`src/rtl/mips_pkg.sv`:
```
// Shared constants and loader state encoding for the instruction-memory path.
// Holds: IMEM_DEPTH, INSTR_W, NOP_INSTR and the loader FSM state enum.
package mips_pkg;

  localparam int IMEM_DEPTH = 64;
  localparam int INSTR_W = 32;
  localparam logic [31:0] NOP_INSTR = 32'h0000_0000;

  typedef enum logic [2:0] {
    IDLE,
    LOAD,
    CHECK,
    FILL,
    DONE
  } ldr_state_t;

endpackage

```
`src/rtl/imem_checksum.sv`:
```
// XOR accumulator over accepted program words with clear and compare.
// Ports: clk, rst_n, clr, acc, din (word to fold), cmp (word to test), mismatch.
module imem_checksum
  import mips_pkg::*;
#(
  parameter int DATA_W = INSTR_W
) (
  input  logic              clk,
  input  logic              rst_n,
  input  logic              clr,
  input  logic              acc,
  input  logic [DATA_W-1:0] din,
  input  logic [DATA_W-1:0] cmp,
  output logic              mismatch
);

  logic [DATA_W-1:0] sum;

  always_ff @(posedge clk or negedge rst_n) begin
    if (!rst_n) begin
      sum <= '0;
    end else if (clr) begin
      sum <= '0;
    end else if (acc) begin
      sum <= sum ^ din;
    end
  end

  assign mismatch = (sum != cmp);

endmodule

```
`src/rtl/imem_loader.sv`:
```
// Boot-time loader: streams words into instruction RAM, NOP-fills, then runs CPU.
// Ports: CLK, RESET_N, start, in_valid/in_data/in_last/in_ready stream,
//   wr_en/wr_addr/wr_data RAM write, count, done, error, cpu_run.
// Build option: IMEM_CHECKSUM_EN adds a trailing XOR checksum word.
module imem_loader
  import mips_pkg::*;
#(
  parameter int DEPTH = IMEM_DEPTH,
  parameter int ADDR_W = 6,
  parameter int DATA_W = INSTR_W
) (
  input  logic              CLK,
  input  logic              RESET_N,
  input  logic              start,
  input  logic              in_valid,
  input  logic [DATA_W-1:0] in_data,
  input  logic              in_last,
  output logic              in_ready,
  output logic              wr_en,
  output logic [ADDR_W-1:0] wr_addr,
  output logic [DATA_W-1:0] wr_data,
  output logic [ADDR_W:0]   count,
  output logic              done,
  output logic              error,
  output logic              cpu_run
);

  localparam logic [ADDR_W:0] DEPTH_N = (ADDR_W+1)'(DEPTH);
  localparam logic [ADDR_W-1:0] LAST_A = ADDR_W'(DEPTH - 1);
  localparam logic [DATA_W-1:0] NOP = DATA_W'(NOP_INSTR);

  ldr_state_t state, state_d;

  logic [ADDR_W-1:0] faddr, faddr_d;
  logic [ADDR_W:0]   count_d, cnt_inc;
  logic [ADDR_W-1:0] wr_addr_d;
  logic [DATA_W-1:0] wr_data_d;
  logic              wr_en_d, done_d, error_d, run_d;
  logic              hs;

`ifdef IMEM_CHECKSUM_EN
  logic cks_clr, cks_acc, cks_mis;

  imem_checksum #(
    .DATA_W(DATA_W)
  ) u_cks (
    .clk     (CLK),
    .rst_n   (RESET_N),
    .clr     (cks_clr),
    .acc     (cks_acc),
    .din     (in_data),
    .cmp     (in_data),
    .mismatch(cks_mis)
  );

  assign in_ready = ((state == LOAD) && (count < DEPTH_N))
                  || (state == CHECK);
`else
  assign in_ready = (state == LOAD) && (count < DEPTH_N);
`endif

  assign hs = in_valid && in_ready;
  assign cnt_inc = count + 1'b1;

  always_comb begin
    state_d   = state;
    count_d   = count;
    faddr_d   = faddr;
    wr_en_d   = 1'b0;
    wr_addr_d = wr_addr;
    wr_data_d = wr_data;
    done_d    = done;
    error_d   = error;
    run_d     = cpu_run;
`ifdef IMEM_CHECKSUM_EN
    cks_clr   = 1'b0;
    cks_acc   = 1'b0;
`endif
    unique case (state)
      IDLE: begin
        if (start) begin
          state_d = LOAD;
          count_d = '0;
          error_d = 1'b0;
`ifdef IMEM_CHECKSUM_EN
          cks_clr = 1'b1;
`endif
        end
      end
      LOAD: begin
        if (hs) begin
          wr_en_d   = 1'b1;
          wr_addr_d = count[ADDR_W-1:0];
          wr_data_d = in_data;
          count_d   = cnt_inc;
          faddr_d   = count[ADDR_W-1:0] + 1'b1;
`ifdef IMEM_CHECKSUM_EN
          cks_acc   = 1'b1;
`endif
          if (in_last) begin
`ifdef IMEM_CHECKSUM_EN
            state_d = CHECK;
`else
            state_d = (cnt_inc < DEPTH_N) ? FILL : DONE;
`endif
          end else if (cnt_inc == DEPTH_N) begin
            error_d = 1'b1;
            state_d = DONE;
          end
        end
      end
`ifdef IMEM_CHECKSUM_EN
      CHECK: begin
        // Checksum word is consumed, never written; its in_last is moot.
        if (hs) begin
          if (cks_mis) error_d = 1'b1;
          state_d = (count < DEPTH_N) ? FILL : DONE;
        end
      end
`endif
      FILL: begin
        wr_en_d   = 1'b1;
        wr_addr_d = faddr;
        wr_data_d = NOP;
        faddr_d   = faddr + 1'b1;
        if (faddr == LAST_A) state_d = DONE;
      end
      DONE: begin
        done_d = 1'b1;
        run_d  = !error;
        if (start) begin
          state_d = LOAD;
          count_d = '0;
          done_d  = 1'b0;
          run_d   = 1'b0;
          error_d = 1'b0;
`ifdef IMEM_CHECKSUM_EN
          cks_clr = 1'b1;
`endif
        end
      end
      default: state_d = IDLE;
    endcase
  end

  always_ff @(posedge CLK or negedge RESET_N) begin
    if (!RESET_N) begin
      state   <= IDLE;
      count   <= '0;
      faddr   <= '0;
      wr_en   <= 1'b0;
      wr_addr <= '0;
      wr_data <= '0;
      done    <= 1'b0;
      error   <= 1'b0;
      cpu_run <= 1'b0;
    end else begin
      state   <= state_d;
      count   <= count_d;
      faddr   <= faddr_d;
      wr_en   <= wr_en_d;
      wr_addr <= wr_addr_d;
      wr_data <= wr_data_d;
      done    <= done_d;
      error   <= error_d;
      cpu_run <= run_d;
    end
  end

endmodule

```
`config.mk`:
```
export PLATFORM = sky130hd
export DESIGN_NAME = imem_loader
export DESIGN_NICKNAME = d
export VERILOG_FILES = /design/src/rtl/mips_pkg.sv /design/src/rtl/imem_checksum.sv /design/src/rtl/imem_loader.sv
export SDC_FILE = /design/constraint.sdc
export NUM_CORES = 1
export LEC_CHECK = 0
export CORE_MARGIN = 1
export CORE_UTILIZATION = 25
export CTS_BUF_LIST = sky130_fd_sc_hd__clkbuf_4 sky130_fd_sc_hd__clkbuf_8 sky130_fd_sc_hd__clkbuf_16
export CTS_CLUSTER_DIAMETER = 50
export DETAILED_ROUTE_END_ITERATION = 6
export GPL_TIMING_DRIVEN = 0
export SYNTH_ARGS = -nofsm -noshare
export SYNTH_HDL_FRONTEND = slang
export SYNTH_SLANG_ARGS = --single-unit
```
`constraint.sdc`:
```
create_clock -name CLK -period 2 [get_ports CLK]
set_clock_uncertainty 0.05 [all_clocks]
set_input_delay 0.5 -clock CLK [delete_from_list [all_inputs] [get_ports CLK]]
set_output_delay 0.5 -clock CLK [all_outputs]
set_load 0.02 [all_outputs]
```
* Word level (Yosys, flattened, before mapping)
Index checks and enable logic that the tools add are counted.
Widths: inputs -> output; s select.
** Operators by class
- Add/sub/neg operators :: 3
- $mul :: 0
- Div/mod/pow operators :: 0
- Magnitude comparators :: 2
- Equal/unequal tests :: 11
- Shift-type cells :: 0
- Muxes and demuxes :: 25
- Bitwise gates (word level) :: 0
- Reduce and logical (&&, ||, !) cells :: 11
** Operators by type and width (number)
- $pmux 32 s2 :: 1
- $mux 32 :: 1
- $pmux 6 s2 :: 2
- $mux 3 :: 6
- $lt 7x7->1 const B :: 2
- $mux 7 :: 2
- $pmux 7 s2 :: 1
- $add 6x1->6 const B :: 2
- $mux 6 :: 2
- $pmux 3 s3 :: 1
- $add 7x1->7 const B :: 1
- $eq 7x7->1 const B :: 1
- $mux 1 :: 7
- $eq 6x6->1 const B :: 1
- $ne 2x2->1 const B :: 3
- $reduce_and 5->1 :: 1
- $ne 2x1->1 const B :: 2
- $pmux 1 s2 :: 2
- $reduce_and 4->1 :: 1
- $reduce_bool 2->1 :: 2
- $eq 3x1->1 const B :: 1
- $eq 3x2->1 const B :: 1
- $eq 3x3->1 const B :: 1
- $logic_not 3->1 :: 1
- 6 further kinds :: 7
** Storage, ports and cells
- Register bits :: 58
- Latch bits :: 0
- Memory bits (writable) :: 0
- Bits in read-only memories :: 0
- Input port bits :: 37
- Memories :: 0

* Longest topological paths before layout
Gate-level depths: netlist of run 1.
- Depth after elaboration :: 6
- Depth in mapped cells :: 10
- Gate-level depth less buffers :: 9

* Worst setup path before layout of run 1
No wires, ideal clock.
- Path type :: reg2reg
- From :: reg count[0]
- To :: reg state[0]
- Setup time :: 79 ps
- Arrival time :: 1794 ps
- Slack :: 76 ps
- Cell stages (with the launch flop) :: 7
- Path buffers :: 0
- Period minus slack after synthesis :: 1924 ps
- Cell sequence :: dfrtp_1 > ha_1 > nand2b_1 > a2111oi_2 > a31oi_1 > a211oi_2 > mux2i_1
** On the way
- Word-level cells in the longest chain between the ends :: 6
** RTL lines
- start, declared :: line imem_loader.sv:22 : output logic [ADDR_W:0] count,
- start signal, assigned :: line imem_loader.sv:159 : count <= count_d;
- $add 7x1->7 :: line imem_loader.sv:63 : assign cnt_inc = count + 1'b1;
- $lt 7x7->1 :: line imem_loader.sv:104 : state_d = (cnt_inc < DEPTH_N) ? FILL : DONE;
- $mux 3 :: line imem_loader.sv:104
- $mux 3 :: line imem_loader.sv:100 : if (in_last) begin
- $mux 3 :: line imem_loader.sv:91 : if (hs) begin
- $pmux 3 s3 :: line imem_loader.sv:79 : unique case (state)
- end signal, assigned :: line imem_loader.sv:158 : state <= state_d;
- end, declared :: line imem_loader.sv:32 : ldr_state_t state, state_d;
Parallel ways exist; a longest one is shown, timed or not. The select of a mux whose other input is x is not followed.
A chain may end at the register's enable or synchronous reset.

* Worst setup path after layout of run 1
- From :: reg error
- To :: out error
** RTL lines
- start, declared :: line imem_loader.sv:24 : output logic error,
- start signal, assigned :: line imem_loader.sv:165 : error <= error_d;
No word-level cell between the ends.

==> flow_summary.yaml, run 1 <==
cells_and_area:
  design_area_um2: 4120
  nNetsFinal: 449
  fillers: 1086
  fin_util: 0.378
  stdcell_count: 553
  syn_to_final_growth_pct: 46.7
  drive_gt1_frac: 0.150
  diodes: 0
worst_setup_path:
  startpoint_type: "register"
  rr_endpoint: "state[0]$_DFFE_PN0P_"
  cp_max_fo: 4
  critPathCaptureType: "primary output"
  crit_chain: "clkdlybuf4s50_1"
  crit_buf_inv: 1
  slowest_delay_ns: 0.62
  reg2reg_depth: 6
  r2r-start: "count[0]$_DFFE_PN0P_"
  critical-path-slowest-cell: "clkdlybuf4s50_1"
  crit_arrival_ns: 1.36
  critPathTopFamily: "buffers and inverters"
  critPathRequiredTime_ns: 1.45
  r2r_slack_ns: 0.12
  setup.worst_path.class: "register to primary output"
clock_tree:
  clk_pin_slew_worst_paths_ns: 0.07
  ctsHoldBuffers: 0
  cts.sinks: 58
  cts_buffer_depth: 2
  cts_tree: "built"
  clk_latency_ns: 0.33
  htree_levels: 3
  cts_buffers: 9
  cts-root-buf: "clkbuf_8"
routing:
  drtIter0Drc: 109
  antenna_left: 0
  vias_per_cell: 4.67
  finalWirelength_mm: 7.58
  drcViolationCount: 0
  wl_per_cell_um: 13.7
  drtPass1Iterations: 4
  via_count: 2585
synthesis:
  synth_nets: 346
  yosysWarnings: 0
  synthArstFlopShare: 1.00
  avgSynthCellArea_um2: 9.14
  ys_seq_area_frac: 0.517
  synth_seq_cells: 58
  ys.flop_type: "dfrtp_1"
  synth_area_um2: 2810
  synth_cell_types: 53
  netlist_instances: 307
  synth_enable_flop_cells: 0
sta:
  timing.slew.headroom: 0.678
  period_share: 0.954
  grt_setup_unrepaired: "true"
  period_needed_ns: 1.91
  slew_viol_final: 0
  hold_viol_final: 0
  finalSetupViolations: 0
  tightest_slew_ns: 0.482
  max_freq_mhz: 524
placement:
  io_buffer_count: 86
  gp_congestion: 0.770
  place_inst: 534
  post-dp-hpwl_mm: 5.44
  place_area_um2: 3860
floorplanning:
  rows: 38
  dieArea_um2: 11700
  start_util: 0.258
  boundaryPins: 87
  die_h_um: 108
  core-area_um2: 10900
  fp.dieW_um: 108
power_and_ir_drop:
  leakagePower_nw: 1.86
  peakVddDrop_v: 0.000635
  pwr_density_cell_nw_per_um2: 1530
global_routing:
  grt_max_degree: 40
  globalRouteTotalUtil: 0.141
  grt_pass1_wl_mm: 12.8
  overflow: 0
  grt_pass1_vias: 2582
  antenna_found_initial: 0
hold_path:
  hp-class: "primary input to asynchronous set/reset pin"
run_status:
  outcome: "finished clean"
run:
  drv_cap: 0
logic make-up (layout without fill, tap and decap cells):
family,count (synthesis),after routing,synth area share
xor gates and xnor gates,1,1,0.00312
muxes,4,4,0.0156
and+or+nand+nor,173,173,0.294
AOI/OAI and AO/OA,43,43,0.112
buffers and inverters,26,132,0.0490
adders and majority gates,2,2,0.00892
DFF,58,58,0.517
cells in the mapped netlist (3+ instances only):
library cell  number  area share
nand2_1           91        0.12
nand3_1           36       0.064
dfrtp_1           58        0.52
a21o_1             3      0.0080
mux2_2             3       0.012
nor3b_1            4       0.011
nand2b_1           4      0.0089
a22o_1             3      0.0094
and3_1             6       0.013
o21ai_0            5      0.0089
buf_6              3       0.012
a31oi_1            8       0.018
clkbuf_1           6      0.0080
buf_2             11       0.020
nor2_1            14       0.019
inv_1              3      0.0040
a21oi_1            7       0.012
nand4_1            3      0.0067
cell type report:
class | instances | area (um2) | share of cell area
plain buffers | 22 | 130 | 0.0316
clock buffers | 12 | 165 | 0.0401
clock inverters | 2 | 12.5 | 0.00304
inverters | 4 | 15.0 | 0.00365
multi-input cells | 223 | 1260 | 0.306
flip-flops and latches | 58 | 1460 | 0.353
well taps | 140 | 175 | 0.0425
repair buffers | 92 | 906 | 0.220
layout by cell type (no fill, tap or decap), drive strengths merged, types with 4 or more instances in the layout:
cell            n
nand2          91
clkdlybuf4s50  82
dfrtp          58
nand3          37
buf            22
clkbuf         20
nor2           15
a31oi           8
a21oi           8
and3            6
o21ai           6
nand2b          6
nor3b           4
inv             4
how the worst max path moves through the flow:
stage,from,to,cells after the start
6_report,error$_DFFE_PN0P_,error,1
4_1_cts,count[1]$_DFFE_PN0P_,state[0]$_DFFE_PN0P_,6
3_3_place_gp,RESET_N,wr_data[7]$_DFFE_PN0P_,1
3_5_place_dp,in_valid,wr_data[25]$_DFFE_PN0P_,7
2_1_floorplan,count[0]$_DFFE_PN0P_,state[0]$_DFFE_PN0P_,6
5_1_grt,state[1]$_DFFE_PN0P_,faddr[4]$_DFFE_PN0P_,7
layer usage:
layer / vias to the layer above / GRT usage / part of all wire
met5: - / 0 / 0
met4: 0 / 0.0382 / 0.0049
met3: 4 / 0.0500 / 0.072
met2: 75 / 0.221 / 0.46
met1: 1247 / 0.182 / 0.46
li1: 1259 / - / -
power breakdown:
part | leakage, nW | switching (W) | internal, W
registers | 0.731 | 0.000291 | 0.00166
logic | 1.03 | 0.00188 | 0.00150
clock network | 0.0903 | 0.000451 | 0.000535
total | 1.86 | 0.00262 | 0.00370
what timing repair did:
item                       CTS  global route
pin swaps                    3             3
gates resized for setup     11            13
gates cloned                 0             0
setup buffers                4             1
setup endpoints to repair   17            24
registers in the layout, summed over array words and instances, names as in the netlist, 3 cells and up:
signal,flops
wr_addr,6
count,7
wr_data,32
state,3
faddr,6
through the flow:
step                      total power (W)  TNS (ns)  worst slack, ns  hold slack, ns
after detailed placement          0.00528    -13.15           -0.400           0.426
after floorplan                   0.00390         0           0.0762           0.154
final                             0.00632         0           0.0912          0.0741
after global placement            0.00523   -101.79            -1.54           0.412
after CTS                         0.00637         0          0.00821          0.0748
after global routing              0.00681   -0.0102          -0.0102          0.0894
(Power assumes the default switching activity.)
==> run 2, diff against run 1 <==
- HOLD_SLACK_MARGIN: default -> 0.05
- SYNTH_HIERARCHICAL: default -> 1
==> results of run 2 <==
No change in the layout: final DEF, timing and power equal those of run 1.
Among the figures that moved: Yosys warning count 0 -> 6
